==> config.mk <==
export PLATFORM = sky130hd
export DESIGN_NAME = dbf_line_seq
export DESIGN_NICKNAME = d
export VERILOG_FILES = /design/src/rtl/dbf_line_seq_pkg.sv /design/src/rtl/dbf_line_seq_zone_cnt.sv /design/src/rtl/dbf_line_seq.sv
export SDC_FILE = /design/constraint.sdc
export NUM_CORES = 1
export LEC_CHECK = 0
export CAP_MARGIN = 20
export CORE_MARGIN = 2
export CORE_UTILIZATION = 50
export CTS_BUF_LIST = sky130_fd_sc_hd__clkbuf_2 sky130_fd_sc_hd__clkbuf_4 sky130_fd_sc_hd__clkbuf_8
export DETAILED_ROUTE_END_ITERATION = 6
export PLACE_DENSITY = 0.76
export SLEW_MARGIN = 20
export SYNTH_ARGS = -nofsm -noshare
export SYNTH_HDL_FRONTEND = slang
export SYNTH_HIERARCHICAL = 1
export SYNTH_SLANG_ARGS = --single-unit
==> constraint.sdc <==
create_clock -name clk -period 5.5 [get_ports clk]
set_input_delay 0.825 -clock clk [delete_from_list [all_inputs] [get_ports clk]]
set_output_delay 0.825 -clock clk [all_outputs]
set_load 0.02 [all_outputs]
==> src/rtl/dbf_line_seq_pkg.sv <==
// Shared types and sizing helpers for the per-line DBF sequencer.
package dbf_line_seq_pkg;

    typedef enum logic [2:0] {
        ST_IDLE,
        ST_TX,
        ST_GUARD,
        ST_RX,
        ST_DONE
    } seq_state_t;

    // Counter width able to hold 0..n-1, never narrower than one bit.
    function automatic int unsigned cnt_width(input int unsigned n);
        return (n > 1) ? $clog2(n) : 1;
    endfunction

    function automatic int unsigned lut_depth(input int unsigned lines, input int unsigned zones);
        return lines * zones;
    endfunction

endpackage

==> src/rtl/dbf_line_seq_zone_cnt.sv <==
// Sample/zone counter pair for the receive window of one scan line.
module dbf_zone_cnt
    import dbf_line_seq_pkg::*;
#(
    parameter int unsigned ZONE_LEN  = 32,
    parameter int unsigned NUM_ZONES = 16,
    parameter int unsigned ZW        = cnt_width(NUM_ZONES)
) (
    input  logic          clk,
    input  logic          rst_n,
    input  logic          clr,
    input  logic          en,
    output logic [ZW-1:0] zone,
    output logic          zone_wrap,
    output logic          last
);

    localparam int unsigned SW = cnt_width(ZONE_LEN);
    localparam logic [SW-1:0] S_MAX = SW'(ZONE_LEN - 1);
    localparam logic [ZW-1:0] Z_MAX = ZW'(NUM_ZONES - 1);

    logic [SW-1:0] sample;
    logic          sample_end;

    assign sample_end = (sample == S_MAX);
    assign last       = sample_end && (zone == Z_MAX);
    assign zone_wrap  = en && sample_end && (zone != Z_MAX);

    always_ff @(posedge clk) begin
        if (!rst_n || clr) begin
            sample <= '0;
            zone   <= '0;
        end else if (en) begin
            if (sample_end) begin
                sample <= '0;
                zone   <= (zone == Z_MAX) ? '0 : zone + 1'b1;
            end else begin
                sample <= sample + 1'b1;
            end
        end
    end

endmodule

==> src/rtl/dbf_line_seq.sv <==
// Scan-line sequencer: TX window, guard gap, RX window with per-zone delay-LUT addressing.
module dbf_line_seq
    import dbf_line_seq_pkg::*;
#(
    parameter int unsigned ADDR_WD   = 10,
    parameter int unsigned TX_LEN    = 64,
    parameter int unsigned GUARD_LEN = 16,
    parameter int unsigned ZONE_LEN  = 32,
    parameter int unsigned NUM_ZONES = 16,
    parameter int unsigned NUM_LINES = 8
) (
    input  logic                              clk,
    input  logic                              rst_n,
    input  logic                              line_trig,
    input  logic                              abort,
    output logic                              tx_en,
    output logic                              start,
    output logic [ADDR_WD-1:0]                dbf_lut_addr,
    output logic                              dbf_lut_we,
    output logic [cnt_width(NUM_LINES)-1:0]   line_idx,
    output logic                              busy,
    output logic                              line_done,
    output logic                              overrun
);

    localparam int unsigned LW = cnt_width(NUM_LINES);
    localparam int unsigned ZW = cnt_width(NUM_ZONES);
    localparam int unsigned CW = cnt_width((TX_LEN > GUARD_LEN) ? TX_LEN : GUARD_LEN);
    localparam logic [CW-1:0] TX_LOAD    = CW'(TX_LEN - 1);
    localparam logic [CW-1:0] GUARD_LOAD = CW'((GUARD_LEN > 0) ? GUARD_LEN - 1 : 0);

    if (lut_depth(NUM_LINES, NUM_ZONES) > (2 ** ADDR_WD)) begin : g_bad_addr_wd
        $error("dbf_line_seq: ADDR_WD too narrow for NUM_LINES*NUM_ZONES");
    end

    seq_state_t           state, state_d;
    logic [CW-1:0]        cnt, cnt_d;
    logic [LW-1:0]        line_idx_d;
    logic [ZW-1:0]        zone;
    logic                 zone_wrap, zone_last;
    logic                 we_d;
    logic [ADDR_WD-1:0]   addr_d;

    dbf_zone_cnt #(
        .ZONE_LEN  (ZONE_LEN),
        .NUM_ZONES (NUM_ZONES),
        .ZW        (ZW)
    ) u_zone_cnt (
        .clk       (clk),
        .rst_n     (rst_n),
        .clr       (state != ST_RX),
        .en        (state == ST_RX),
        .zone      (zone),
        .zone_wrap (zone_wrap),
        .last      (zone_last)
    );

    always_comb begin
        state_d    = state;
        cnt_d      = cnt;
        line_idx_d = line_idx;
        unique case (state)
            ST_IDLE: begin
                if (line_trig) begin
                    state_d = ST_TX;
                    cnt_d   = TX_LOAD;
                end
            end
            ST_TX: begin
                if (cnt == '0) begin
                    state_d = (GUARD_LEN > 0) ? ST_GUARD : ST_RX;
                    cnt_d   = GUARD_LOAD;
                end else begin
                    cnt_d = cnt - 1'b1;
                end
            end
            ST_GUARD: begin
                if (cnt == '0) state_d = ST_RX;
                else           cnt_d   = cnt - 1'b1;
            end
            ST_RX: begin
                if (zone_last) state_d = ST_DONE;
            end
            ST_DONE: begin
                state_d    = ST_IDLE;
                line_idx_d = (line_idx == LW'(NUM_LINES - 1)) ? '0 : line_idx + 1'b1;
            end
            default: state_d = ST_IDLE;
        endcase
        // Abort overrides every transition and leaves line_idx alone so the line is re-fired.
        if (abort) begin
            state_d    = ST_IDLE;
            line_idx_d = line_idx;
        end
    end

    // Outputs are registered from next-state, so the address lands with its strobe.
    always_comb begin
        we_d   = (state_d == ST_RX) && ((state != ST_RX) || zone_wrap);
        addr_d = ADDR_WD'(line_idx) * ADDR_WD'(NUM_ZONES)
               + ((state == ST_RX) ? ADDR_WD'(zone) + ADDR_WD'(1) : '0);
    end

    always_ff @(posedge clk) begin
        if (!rst_n) begin
            state        <= ST_IDLE;
            cnt          <= '0;
            line_idx     <= '0;
            tx_en        <= 1'b0;
            start        <= 1'b0;
            busy         <= 1'b0;
            line_done    <= 1'b0;
            dbf_lut_we   <= 1'b0;
            dbf_lut_addr <= '0;
            overrun      <= 1'b0;
        end else begin
            state      <= state_d;
            cnt        <= cnt_d;
            line_idx   <= line_idx_d;
            tx_en      <= (state_d == ST_TX);
            start      <= (state_d == ST_RX);
            busy       <= (state_d != ST_IDLE);
            line_done  <= (state_d == ST_DONE);
            dbf_lut_we <= we_d;
            if (we_d) dbf_lut_addr <= addr_d;
            if (line_trig && (state != ST_IDLE)) overrun <= 1'b1;
        end
    end

endmodule

# --- After elaboration in Yosys (flattened, before gate mapping) ---
# Cells that the tools add are included.
totals:
  regBits: 37
  latch_bits: 0
  ram_bits: 0
  mem_bits_ro: 0
  inputBits: 4
  out_inout_bits: 19
  wordCells: 63
  memories: 0
op_classes:
  add_sub_neg: 6
  mul: 0
  div: 0
  magnitude_cmp: 0
  eq_ne: 14
  shifts: 0
  mux: 14
  bitwise_logic: 1
  n_reduce_logical: 16
op_table:
  columns: ["cell", "n"]
  rows:
  - ["$mux W3", 6]
  - ["$mux W6", 3]
  - ["$pmux W6 S3", 1]
  - ["$pmux W3 S4", 1]
  - ["$mux W5", 2]
  - ["$eq A3 B2 Y1 const B", 3]
  - ["$eq A3 B3 Y1 const B", 3]
  - ["$reduce_bool A3 Y1", 3]
  - ["$add A7 B5 Y8", 1]
  - ["$eq A3 B1 Y1 const B", 2]
  - ["$logic_not A6 Y1", 1]
  - ["$sub A6 B1 Y6 const B", 1]
  - ["$add A4 B1 Y5 const B", 1]
  - ["$add A5 B1 Y5 const B", 1]
  - ["$eq A5 B5 Y1 const B", 1]
  - ["$logic_and A1 B1 Y1", 5]
  - ["$add A4 B1 Y4 const B", 1]
  - ["$eq A4 B4 Y1 const B", 1]
  - ["$mux W4", 1]
  - ["$ne A2 B2 Y1 const B", 2]
  - ["$ne A4 B4 Y1 const B", 1]
  - ["$reduce_and A2 Y1", 2]
  - ["$add A3 B1 Y3 const B", 1]
  - ["$logic_not A3 Y1", 1]
  - ["5 further kinds", 6]

# --- Logic depth before layout (Yosys ltp) ---
# Gate-level depths: netlist (run 1).
depth:
  word_depth: 7
  ltp_mapped: 12
  mapped_depth_nobuf: 10

# --- By module ---
# Netlist (run 1), hierarchy kept.
modules_own_cells:
  columns: ["mod", "instances", "cells_each", "area_per_inst_um2", "seq_area_each_um2"]
  rows:
  - ["dbf_line_seq", 1, 153, 1376.3, 520.5]
  - ["dbf_zone_cnt", 1, 49, 440.4, 180.2]

# --- Worst setup path after synthesis (run 1) ---
# OpenSTA, ideal clock, no wires.
synth_path:
  path_kind: "register to register"
  from: "reg u_zone_cnt.sample[0]"
  to: "reg dbf_lut_addr[7]"
  setup_ps: 72
  arrival_time_ps: 2174
  t_required_ps: 5428
  setup_slack_ps: 3254
  stages_incl_launch_ff: 10
  path_buffers: 1
  period_less_slack_ps: 2246
  path_cell_list: "dfxtp_1 -> ha_1 -> and3_1 -> ha_1 -> and4_1 -> and3_1 -> nor4_2 -> and2_4 -> buf_6 -> mux2i_1"
synth_via:
  elab_chain_cells: 7
  elab_cells_between_ends: 10
  cone_classes: "eq/ne: 2; mux: 3; reduce/logical: 5"
synth_lines:
  columns: ["element", "line", "text"]
  rows:
  - ["start: declaration", "dbf_line_seq_zone_cnt.sv:22", "logic [SW-1:0] sample;"]
  - ["start signal: assignment", "dbf_line_seq_zone_cnt.sv:38", "sample <= sample + 1'b1;"]
  - ["$eq A5 B5 Y1", "dbf_line_seq_zone_cnt.sv:25", "assign sample_end = (sample == S_MAX);"]
  - ["$logic_and A1 B1 Y1", "dbf_line_seq_zone_cnt.sv:26", "assign last = sample_end && (zone == Z_MAX);"]
  - ["net zone_last", "dbf_line_seq.sv:40", "logic zone_wrap, zone_last;"]
  - ["$mux W3", "dbf_line_seq.sv:82", "if (zone_last) state_d = ST_DONE;"]
  - ["$pmux W3 S4", "dbf_line_seq.sv:62", "unique case (state)"]
  - ["$mux W3", "dbf_line_seq.sv:91", "if (abort) begin"]
  - ["$eq A3 B2 Y1", "dbf_line_seq.sv:99", "we_d = (state_d == ST_RX) && ((state != ST_RX) || zone_wrap);"]
  - ["$logic_and A1 B1 Y1", "dbf_line_seq.sv:99", null]
  - ["end signal: assignment", "dbf_line_seq.sv:125", "if (we_d) dbf_lut_addr <= addr_d;"]
  - ["end: declaration", "dbf_line_seq.sv:18", "output logic [ADDR_WD-1:0] dbf_lut_addr,"]
# The timed path passes the listed nets, and every way through them passes these cells.
# A chain may end at the register's enable or synchronous reset.

# --- Worst setup path after layout (run 1) ---
layout_path:
  from: "reg state[1]"
  to: "reg dbf_lut_addr[4]"
layout_via:
  elab_chain_cells: 5
  elab_cells_between_ends: 18
  cone_classes: "add/sub: 1; eq/ne: 5; mux: 7; reduce/logical: 5"
layout_lines:
  columns: ["element", "line", "text"]
  rows:
  - ["start: declaration", "dbf_line_seq.sv:36", "seq_state_t state, state_d;"]
  - ["start signal: assignment", "dbf_line_seq.sv:117", "state <= state_d;"]
  - ["$eq A3 B2 Y1", "dbf_line_seq.sv:52", ".en (state == ST_RX),"]
  - ["$logic_and A1 B1 Y1 (2 in series)", "dbf_line_seq_zone_cnt.sv:27", "assign zone_wrap = en && sample_end && (zone != Z_MAX);"]
  - ["net zone_wrap", "dbf_line_seq.sv:40", null]
  - ["$logic_or A1 B1 Y1", "dbf_line_seq.sv:99", null]
  - ["$logic_and A1 B1 Y1", "dbf_line_seq.sv:99", null]
# The timed path passes the listed nets, and every way through them passes these cells.

==> results of run 1 <==
[worst min path at each step]
| stage | start | slack, ps | end |
|---|---|---|---|
| floorplan | u_zone_cnt/sample[3] | 470 | u_zone_cnt/sample[3] |
| global placement | dbf_lut_addr[5] | 450 | dbf_lut_addr[5] |
| detailed placement | dbf_lut_addr[1] | 450 | dbf_lut_addr[1] |
| CTS | dbf_lut_addr[1] | 470 | dbf_lut_addr[1] |
| global route | dbf_lut_addr[0] | 500 | dbf_lut_addr[0] |
| finish | dbf_lut_addr[1] | 460 | dbf_lut_addr[1] |
[kinds of logic (layout without fill, tap and decap cells)]
logic type	Yosys count	in the layout	synth area share, %
AO/OA/AOI/OAI	41	41	15.2
XOR/XNOR	7	7	3.37
adder cells (fa/ha/maj)	10	10	6.89
buffers and inverters	18	35	4.89
flip-flops	35	35	38.6
multiplexers	12	12	6.61
other	1	2	0.206
AND/OR/NAND/NOR	78	78	24.2
[synthesized netlist by cell type (2+ instances only)]
library cell	number
nand2b_1	6
nand3_1	10
nand2_1	17
inv_1	7
ha_1	10
xnor2_1	3
and3_1	3
o221a_2	2
clkbuf_1	5
nor2b_1	4
or2_2	2
nand4_1	2
nor3b_1	2
a21boi_0	2
o21a_1	4
nor3_1	5
o31a_1	2
a21oi_1	13
mux2i_1	12
o21ai_0	6
buf_2	2
or3_1	2
xor2_1	4
nand3b_1	2
dfxtp_1	35
nor2_1	14
and2_1	2
a21o_1	4
buf_4	3
[worst max-delay path, stage by stage, from the launching register on]
cell	delay, ps
dfxtp_1	590
nand2_1	130
nor2_1	750
nand2_1	230
a31oi_1	320
inv_1	60
o21ai_0	150
a21o_1	170
and2_4	200
mux2i_1	200
[metrics by stage]
step           worst slack, ps  cell area (µm²)  power (mW)  hold WS (ps)  instances
2_1_floorplan             3250             1820       0.306           471        203
3_3_place_gp              2860             2020       0.317           448        259
3_5_place_dp              2670             2020       0.318           451        259
4_1_cts                   2660             2080       0.457           466        266
5_1_grt                   2340             2080       0.478           502        266
6_report                  2640             2080       0.453           463        266
[registers in the layout (all words and copies together), names as in the netlist, 3 cells and up]
name / cells
dbf_lut_addr: 8
cnt: 6
u_zone_cnt/sample: 5
u_zone_cnt/zone: 4
line_idx: 3
state: 3
[power by group]
group          switching [mW]  internal, mW  leakage, nW
Combinational          0.0240        0.0201        0.473
Sequential            0.00859         0.260        0.284
Clock                  0.0811        0.0592       0.0341
[cell type report]
| type | instances | share of cell area, % |
|---|---|---|
| timing repair buffer | 21 | 9.99 |
| sequential | 35 | 33.7 |
| clock buffer | 6 | 2.47 |
| clock inverter | 1 | 0.241 |
| inverter | 7 | 1.26 |
| multi-input combinational | 150 | 49.6 |
| tap | 46 | 2.77 |
[metal layers]
metal	wire length, µm	track usage [%]
met3	193	7.04
met1	1670	24.9
met5	0	0
met4	39	6.91
met2	1610	28.0
==> reports/qor.yml, run 1 <==
overflow: 0
cts.repair.resized: 0
seq_area_frac_synth_pct: 38.6
synthCells: 202
cp.arrival_ps: 3130
drc: 0
detail-route-antenna-nets: 0
io_pins: 23
fin_skew_ps: 19.7
min_path_type: "reg -> reg"
crit_type: "reg -> reg"
cp.required_ps: 5760
ir_drop_v: 0.000135
power_leakage_nw: 0.791
n_fill_cell: 317
ff2ff_setup_slack_ps: 2640
fin_nets: 234
fmax_mhz: 349
die_h_um: 64.3
syn_to_final_growth_pct: 14.5
hold_buffers: 0
die-area_um2: 4130
max-slew-margin-rel_pct: 35.2
start_util_pct: 53.2
worstHoldPathCells: 2
vias: 1468
row_count: 21
synth_ff_type: "dfxtp_1"
cp-end-kind: "flip-flop"
wire_per_inst_um: 13.2
utilization_pct: 60.9
cts_max_path_buffers: 2
grt_pass1_vias: 1334
synth_cell_types: 46
drv_cap: 0
synth.avg_cell_area_um2: 8.99
initialDrtViolationCount: 136
r2r_end: "dbf_lut_addr[4]"
synth_seq_cells: 35
report.final.slew_viol_count: 0
synth_top_cell_by_area: "dfxtp_1"
max_slew.worst_pin.slew_ps: 969
cts_tree: "done"
seq_area_um2: 701
period_needed_ps: 2860
cp-startpoint: "state[1]"
critPathCapture: "dbf_lut_addr[4]"
place_congestion: 0.828
syn_area_um2: 1820
worstPathMaxFanout: 16
clk_pin_slew_ps: 100
core_region_area_um2: 3420
via_per_inst: 5.52
synth-async-reset-ratio_pct: 0
setup_tns_ps: 0
grt.total_usage_pct: 18.9
power_density_nw_per_um2: 218
diodes: 0
drtPass1Iterations: 4
cts_buffers: 5
die_w_um: 64.3
rsz0062_at_grt: "no"
clock_tree.root_cell: "clkbuf_4"
outcome: "complete, no violations"
cp-start-kind: "flip-flop"
htree_levels: 2
routed_wirelength_um: 3510
clock_sinks: 35
synth_edf_count: 0
drive_gt1_share_pct: 8.18
netlist.area_leader.share_pct: 38.6
grt_first_pass_wirelength_um: 5990
layout_commonest_cell: "dfxtp_1"
multi_input_area_um2: 1030
grt_antenna_before_repair: 0
reg2reg_depth: 9
clkLatencyLatePin_ps: 340
post-cts-setup-buffer-count: 0
hold_viol: 0
timing.final.crit_share_pct: 52.0
ys_warn_count: 6
port_buffers: 20
grt_max_degree: 33
r2r-start: "state[1]"
mostFrequentLayoutCells: "dfxtp_1 (35), clkdlybuf4s50_1 (20), nand2_1 (17)"
detailed_place_hpwl_um: 2480
setup_viol: 0
ys_top_cells_by_area: "dfxtp_1 (39%), ha_1 (6.9%), mux2i_1 (6.6%), a21oi_1 (3.6%), nand2_1 (3.5%)"
No activity file was read; power rests on OpenSTA's default activity.
==> inputs of run 2 (changes only) <==
clock period = 2.7 ns   (was 5.5 ns; I/O delays follow)
==> run 2 against run 1 <==
  * Critical path depth decreased by 1
  * Sequential power increased by 100%
  * Flip-flop and latch count unchanged
  * Setup slack got worse by 2400 ps
  * Non-clock buffer count increased by 1
  * Via count decreased by 1.7%
  * Clock skew decreased by 13 ps
  * Count of clock-buffer cells in the layout increased by 1
  * Wire length decreased by 5.8%
  * Largest cell class unchanged
  * Largest power group unchanged
  * Worst hold slack got worse by 0.98 ps
  * First-iteration DRC count decreased by 15%
  * Highest routed layer unchanged
  * Design area increased by 0.42%
==> reports/qor.yml, run 2 (synthesis gave the netlist of run 1 again) <==
cp-startpoint: "u_zone_cnt/sample[0]"  # was state[1]
utilization_pct: 61.1  # was 60.9%
detailed_place_hpwl_um: 2430  # was 2480 µm
grt_max_degree: 26  # was 33
reg2reg_depth: 8  # was 9
fin_skew_ps: 6.29  # was 19.7 ps
row_count: 21  # unchanged
die_h_um: 64.3  # unchanged
cts.repair.resized: 0  # unchanged
r2r_end: "dbf_lut_addr[4]"  # unchanged
setup_slack_ps: 257  # was 2640 ps
hold_viol: 0  # unchanged
cp-end-kind: "flip-flop"  # unchanged
drive_gt1_share_pct: 9.01  # was 8.18%
slowest_stage: "nor4_2"  # was nor2_1
vias: 1443  # was 1468
htree_levels: 2  # unchanged
drtPass1Iterations: 4  # unchanged
clock_sinks: 35  # unchanged
power_density_nw_per_um2: 443  # was 218 nW/µm²
syn_to_final_growth_pct: 14.9  # was 14.5%
place_area_um2: 2030  # was 2020 µm²
ir_drop_v: 0.000338  # was 0.000135 V
die-area_um2: 4130  # unchanged
clk_pin_slew_ps: 100  # about the same
layout_commonest_cell: "dfxtp_1"  # unchanged
crit_buf_inv: 0  # was 1
crit_family: "simple AND/OR/NAND/NOR gates"  # unchanged
drv_cap: 0  # unchanged
ff2ff_setup_slack_ps: 260  # was 2640 ps
final_cell_area_um2: 2090  # was 2080 µm²
cts_buffers: 5  # unchanged
die_w_um: 64.3  # unchanged
fin_nets: 235  # was 234
rsz0062_at_grt: "no"  # unchanged
mostFrequentLayoutCells: "dfxtp_1 (35), clkdlybuf4s50_1 (20), nand2_1 (17)"  # unchanged
core_region_area_um2: 3420  # unchanged
cts_max_path_buffers: 2  # unchanged
start_util_pct: 53.2  # unchanged
r2r-start: "u_zone_cnt/sample[0]"  # was state[1]
cts_tree: "done"  # unchanged
setup_tns_ps: 0  # unchanged
grt.total_usage_pct: 18.1  # was 18.9%
p_total_mw: 0.926  # was 0.453 mW
period_needed_ps: 2440  # was 2860 ps
dp_slack_ps: 268  # was 2670 ps
hold_slack_ps: 462  # was 463 ps
post-cts-setup-buffer-count: 0  # unchanged
top_regs: "dbf_lut_addr (8), cnt (6), u_zone_cnt/sample (5)"  # unchanged
worstPathMaxFanout: 6  # was 16
detail-route-antenna-nets: 0  # unchanged
report.final.slew_viol_count: 0  # unchanged
largest_register_ffs: 8  # unchanged
cp.required_ps: 2970  # was 5760 ps
diodes: 0  # unchanged
min_path_type: "reg -> reg"  # unchanged
clkLatencyLatePin_ps: 340  # about the same
place_inst: 260  # was 259
cpPeakStageDelay_ps: 450  # was 750 ps
n_fill_cell: 315  # was 317
port_buffers: 20  # unchanged
grt_antenna_before_repair: 0  # unchanged
routed_wirelength_um: 3300  # was 3510 µm
crit_type: "reg -> reg"  # unchanged
final_cells: 268  # was 266
overflow: 0  # unchanged
initialDrtViolationCount: 115  # was 136
fmax_mhz: 409  # was 349 MHz
top_register: "dbf_lut_addr"  # unchanged
drc: 0  # unchanged
worstHoldPathCells: 2  # unchanged
grt_pass1_vias: 1273  # was 1334
cp.arrival_ps: 2710  # was 3130 ps
clock_tree.root_cell: "clkbuf_4"  # unchanged
cp_cell_sequence: "ha_1 -> and3_1 -> ha_1 -> and4_1 -> and3_1 -> nor4_2 -> and2_4 -> mux2i_1"  # was nand2_1 -> nor2_1 -> nand2_1 -> a31oi_1 -> inv_1 -> o21ai_0 -> a21o_1 -> and2_4 -> mux2i_1
hold_buffers: 0  # unchanged
setup_viol: 0  # unchanged
holdPathEnd: "dbf_lut_addr[1]"  # unchanged
wire_per_inst_um: 12.3  # was 13.2 µm
io_pins: 23  # unchanged
place_congestion: 0.803  # was 0.828
worstHoldStart: "dbf_lut_addr[1]"  # unchanged
via_per_inst: 5.38  # was 5.52
outcome: "complete, no violations"  # unchanged
cp-start-kind: "flip-flop"  # unchanged
power_leakage_nw: 0.799  # was 0.791 nW
grt_first_pass_wirelength_um: 5790  # was 5990 µm
timing.final.crit_share_pct: 90.5  # was 52.0%
run 2: changes by cell type in the layout (fill, tap and decap cells not counted):
cell / before / now
buf_4: 1 / 2
clkbuf_8: 1 / 0
clkbuf_4: 5 / 7
run 2: worst reg2reg max path: stages (launching register included):
cell and delay, ps:
dfxtp_1 350, ha_1 230, and3_1 210, ha_1 210, and4_1 240, and3_1 200, nor4_2 450, and2_4 290
mux2i_1 190
run 2: final cells by class:
| class | instances | area (µm²) | share of cell area (%) |
|---|---|---|---|
| clock buffer | 7 | 52.6 | 2.52 |
| sequential | 35 | 701 | 33.6 |
| timing repair buffer | 22 | 215 | 10.3 |
| tap | 46 | 57.6 | 2.76 |
| inverter | 7 | 26.3 | 1.26 |
| multi-input combinational | 150 | 1030 | 49.4 |
| clock inverter | 1 | 5.00 | 0.240 |
run 2: layer usage:
layer | vias up | global-route usage [%] | part of all wire [%]
met5 | - | 0 | 0
met4 | 0 | 8.78 | 1.5
met3 | 5 | 4.23 | 3.6
met2 | 23 | 27.2 | 46
met1 | 670 | 24.2 | 49
li1 | 745 | - | -
run 2: power by group:
part           internal, mW  total (mW)  switching (mW)  leakage [nW]
Combinational        0.0410      0.0873          0.0463         0.478
Sequential            0.529       0.547          0.0172         0.284
Clock                 0.122       0.292           0.170        0.0361
run 2: how the worst max path moves through the flow:
| stage | end | cells past startpoint |
|---|---|---|
| detailed placement | dbf_lut_addr[4] | 8 |
| CTS | dbf_lut_addr[4] | 8 |
| global placement | dbf_lut_addr[1] | 8 |
| global route | dbf_lut_addr[4] | 8 |
| finish | dbf_lut_addr[4] | 8 |
| floorplan | dbf_lut_addr[7] | 9 |
==> inputs of run 3 (changes only) <==
CELL_PAD_IN_SITES_DETAIL_PLACEMENT = 2   (was default)
CELL_PAD_IN_SITES_GLOBAL_PLACEMENT = 2   (was default)
CORE_UTILIZATION = 35   (was 50)
PLACE_DENSITY = 0.84   (was 0.76)
==> run 3 against run 2 <==
  * First-iteration DRC count shrank 61%
  * Die area is 40% higher
  * Non-clock buffer count is 2 higher
  * Maximum frequency down 1.0%
  * Utilization is 18 points lower
  * Sequential power is essentially flat
  * Register-to-register slack got worse by 30 ps
  * Combinational power increased by 13%
  * Via count grew 6.9%
  * Clock power up 46%
  * Count of clock-buffer cells in the layout is 1 lower
==> reports/qor.yml, run 3 (synthesis gave the netlist of run 1 again) <==
outcome: "complete, no violations"  # unchanged
core_region_area_um2: 5040  # was 3420 µm²
netSwitchingPower_mw: 0.288  # was 0.234 mW
power_density_nw_per_um2: 488  # was 443 nW/µm²
cp-end-kind: "flip-flop"  # unchanged
hold_buffers: 0  # unchanged
grt_pass1_vias: 1665  # was 1273
ff2ff_setup_slack_ps: 230  # was 260 ps
r2r-start: "u_zone_cnt/sample[0]"  # unchanged
cp.arrival_ps: 2700  # was 2710 ps
ir_drop_v: 0.000239  # was 0.000338 V
power_frac_seq_pct: 51.0  # was 59.0%
cp-start-kind: "flip-flop"  # unchanged
utilization_pct: 43.4  # was 61.1%
period_needed_ps: 2470  # was 2440 ps
report.final.slew_viol_count: 0  # unchanged
clkLatencyLatePin_ps: 300  # was 340 ps
routed_wirelength_um: 4860  # was 3300 µm
top_register: "dbf_lut_addr"  # unchanged
cts_tree: "done"  # unchanged
setup_viol: 0  # unchanged
switching_share_pct: 26.9  # was 25.3%
min_path_type: "reg -> reg"  # unchanged
die-area_um2: 5780  # was 4130 µm²
slowest_stage: "dfxtp_1"  # was nor4_2
clk_pin_slew_ps: 80  # was 100 ps
detailed_place_hpwl_um: 3260  # was 2430 µm
worstHoldStart: "dbf_lut_addr[1]"  # unchanged
grt_first_pass_wirelength_um: 8110  # was 5790 µm
fmax_mhz: 405  # was 409 MHz
cpPeakStageDelay_ps: 380  # was 450 ps
rsz0062_at_grt: "no"  # unchanged
die_w_um: 76.0  # was 64.3 µm
place_congestion: 0.720  # was 0.803
grt.total_usage_pct: 17.7  # was 18.1%
wire_per_inst_um: 16.5  # was 12.3 µm
overflow: 0  # unchanged
n_fill_cell: 576  # was 315
cts_max_path_buffers: 2  # unchanged
post-cts-setup-buffer-count: 0  # unchanged
vias: 1543  # was 1443
intPower_mw: 0.781  # was 0.692 mW
power_leakage_nw: 0.822  # was 0.799 nW
p_total_mw: 1.07  # was 0.926 mW
mostFrequentLayoutCells: "dfxtp_1 (35), clkdlybuf4s50_1 (20), nand2_1 (17)"  # unchanged
crit_type: "reg -> reg"  # unchanged
layout_commonest_cell: "dfxtp_1"  # unchanged
fin_skew_ps: 14.3  # was 6.29 ps
drv_cap: 0  # unchanged
dp_slack_ps: 226  # was 268 ps
via_per_inst: 5.25  # was 5.38
row_count: 26  # was 21
fin_nets: 237  # was 235
pwr-share-comb_pct: 9.2  # was 9.4%
max-slew-margin-rel_pct: 65.5
critical_path.most_common_cell: "ha_1"
r2r_end: "dbf_lut_addr[7]"  # was dbf_lut_addr[4]
htree_levels: 2  # unchanged
worstPathMaxFanout: 6  # unchanged
drtPass1Iterations: 4  # unchanged
syn_to_final_growth_pct: 20.5  # was 14.9%
hold_viol: 0  # unchanged
final_cells: 294  # was 268
worstHoldPathCells: 2  # unchanged
clock_sinks: 35  # unchanged
grt_antenna_before_repair: 0  # unchanged
setup_tns_ps: 0  # unchanged
timing.final.crit_share_pct: 91.4  # was 90.5%
drive_gt1_share_pct: 10.3  # was 9.01%
cts_buffers: 5  # unchanged
clockPowerShare_pct: 39.7  # was 31.5%
max_slew.worst_pin.slew_ps: 516
reg2reg_depth: 10  # was 8
largest_register_ffs: 8  # unchanged
setup_slack_ps: 231  # was 257 ps
top_regs: "dbf_lut_addr (8), cnt (6), u_zone_cnt/sample (5)"  # unchanged
cp.required_ps: 2930  # was 2970 ps
initialDrtViolationCount: 45  # was 115
drc: 0  # unchanged
io_pins: 23  # unchanged
final_cell_area_um2: 2190  # was 2090 µm²
port_buffers: 20  # unchanged
hold_slack_ps: 467  # was 462 ps
place_area_um2: 2080  # was 2030 µm²
holdPathEnd: "dbf_lut_addr[1]"  # unchanged
detail-route-antenna-nets: 0  # unchanged
clock_tree.root_cell: "clkbuf_8"  # was clkbuf_4
place_inst: 286  # was 260
diodes: 0  # unchanged
grt_max_degree: 19  # was 26
start_util_pct: 36.0  # was 53.2%
die_h_um: 76.0  # was 64.3 µm
cp_cell_sequence: "ha_1 -> and3_1 -> ha_1 -> nand2_1 -> a31oi_2 -> inv_1 -> o21ai_0 -> a21o_1 -> and2_4 -> mux2i_1"  # was ha_1 -> and3_1 -> ha_1 -> and4_1 -> and3_1 -> nor4_2 -> and2_4 -> mux2i_1
-- run 3: cell type report --
cell class,instances,area [µm²],share of cell area [%]
clock buffer,6,82.6,3.77
clock inverter,2,16.3,0.743
inverter,7,26.3,1.20
timing repair buffer,24,230,10.5
sequential,35,701,32.0
multi-input combinational,150,1050,47.8
tap,70,87.6,4.00
-- run 3: what timing repair did --
action / CTS / global route
endpoints found under the setup margin: 0 / 1
endpoints found under the hold margin: 0 / 0
gates resized for setup: 0 / 2
-- run 3: critical path, delay by kind of cell (launching register included) --
family | cells | cell delay [ps]
and+or+nand+nor | 3 | 570
adders and majority gates | 2 | 470
DFF | 1 | 380
AOI/OAI and AO/OA | 3 | 710
muxes | 1 | 200
buffers and inverters | 1 | 70
-- run 3: power by group through the flow --
| stage | sequential (mW) | combinational, mW | clock (mW) |
|---|---|---|---|
| after floorplan | 0.556 | 0.0670 | 0 |
| after global placement | 0.557 | 0.0944 | 0 |
| after detailed placement | 0.558 | 0.0972 | 0 |
| after CTS | 0.546 | 0.0990 | 0.438 |
| after global routing | 0.548 | 0.110 | 0.462 |
| final | 0.546 | 0.0989 | 0.425 |
-- run 3: layer usage --
metal | routed length (µm) | global-route usage (%) | up-vias | part of all wire, %
li1 | - | - | 750 | -
met1 | 2070 | 20.4 | 766 | 43
met2 | 2590 | 32.4 | 17 | 53
met3 | 111 | 3.32 | 10 | 2.3
met4 | 89 | 6.55 | 0 | 1.8
met5 | 0 | 0 | - | 0
-- run 3: worst max-delay path by stage --
stage                     slack [ps]                  from              end  cells past startpoint
final                            230  u_zone_cnt/sample[0]  dbf_lut_addr[7]                     10
after global routing              60  u_zone_cnt/sample[0]  dbf_lut_addr[7]                     10
after CTS                        150  u_zone_cnt/sample[0]  dbf_lut_addr[7]                     10
after detailed placement         230  u_zone_cnt/sample[0]  dbf_lut_addr[7]                      8
after global placement           360  u_zone_cnt/sample[0]  dbf_lut_addr[5]                      8
after floorplan                  450  u_zone_cnt/sample[0]  dbf_lut_addr[7]                      9
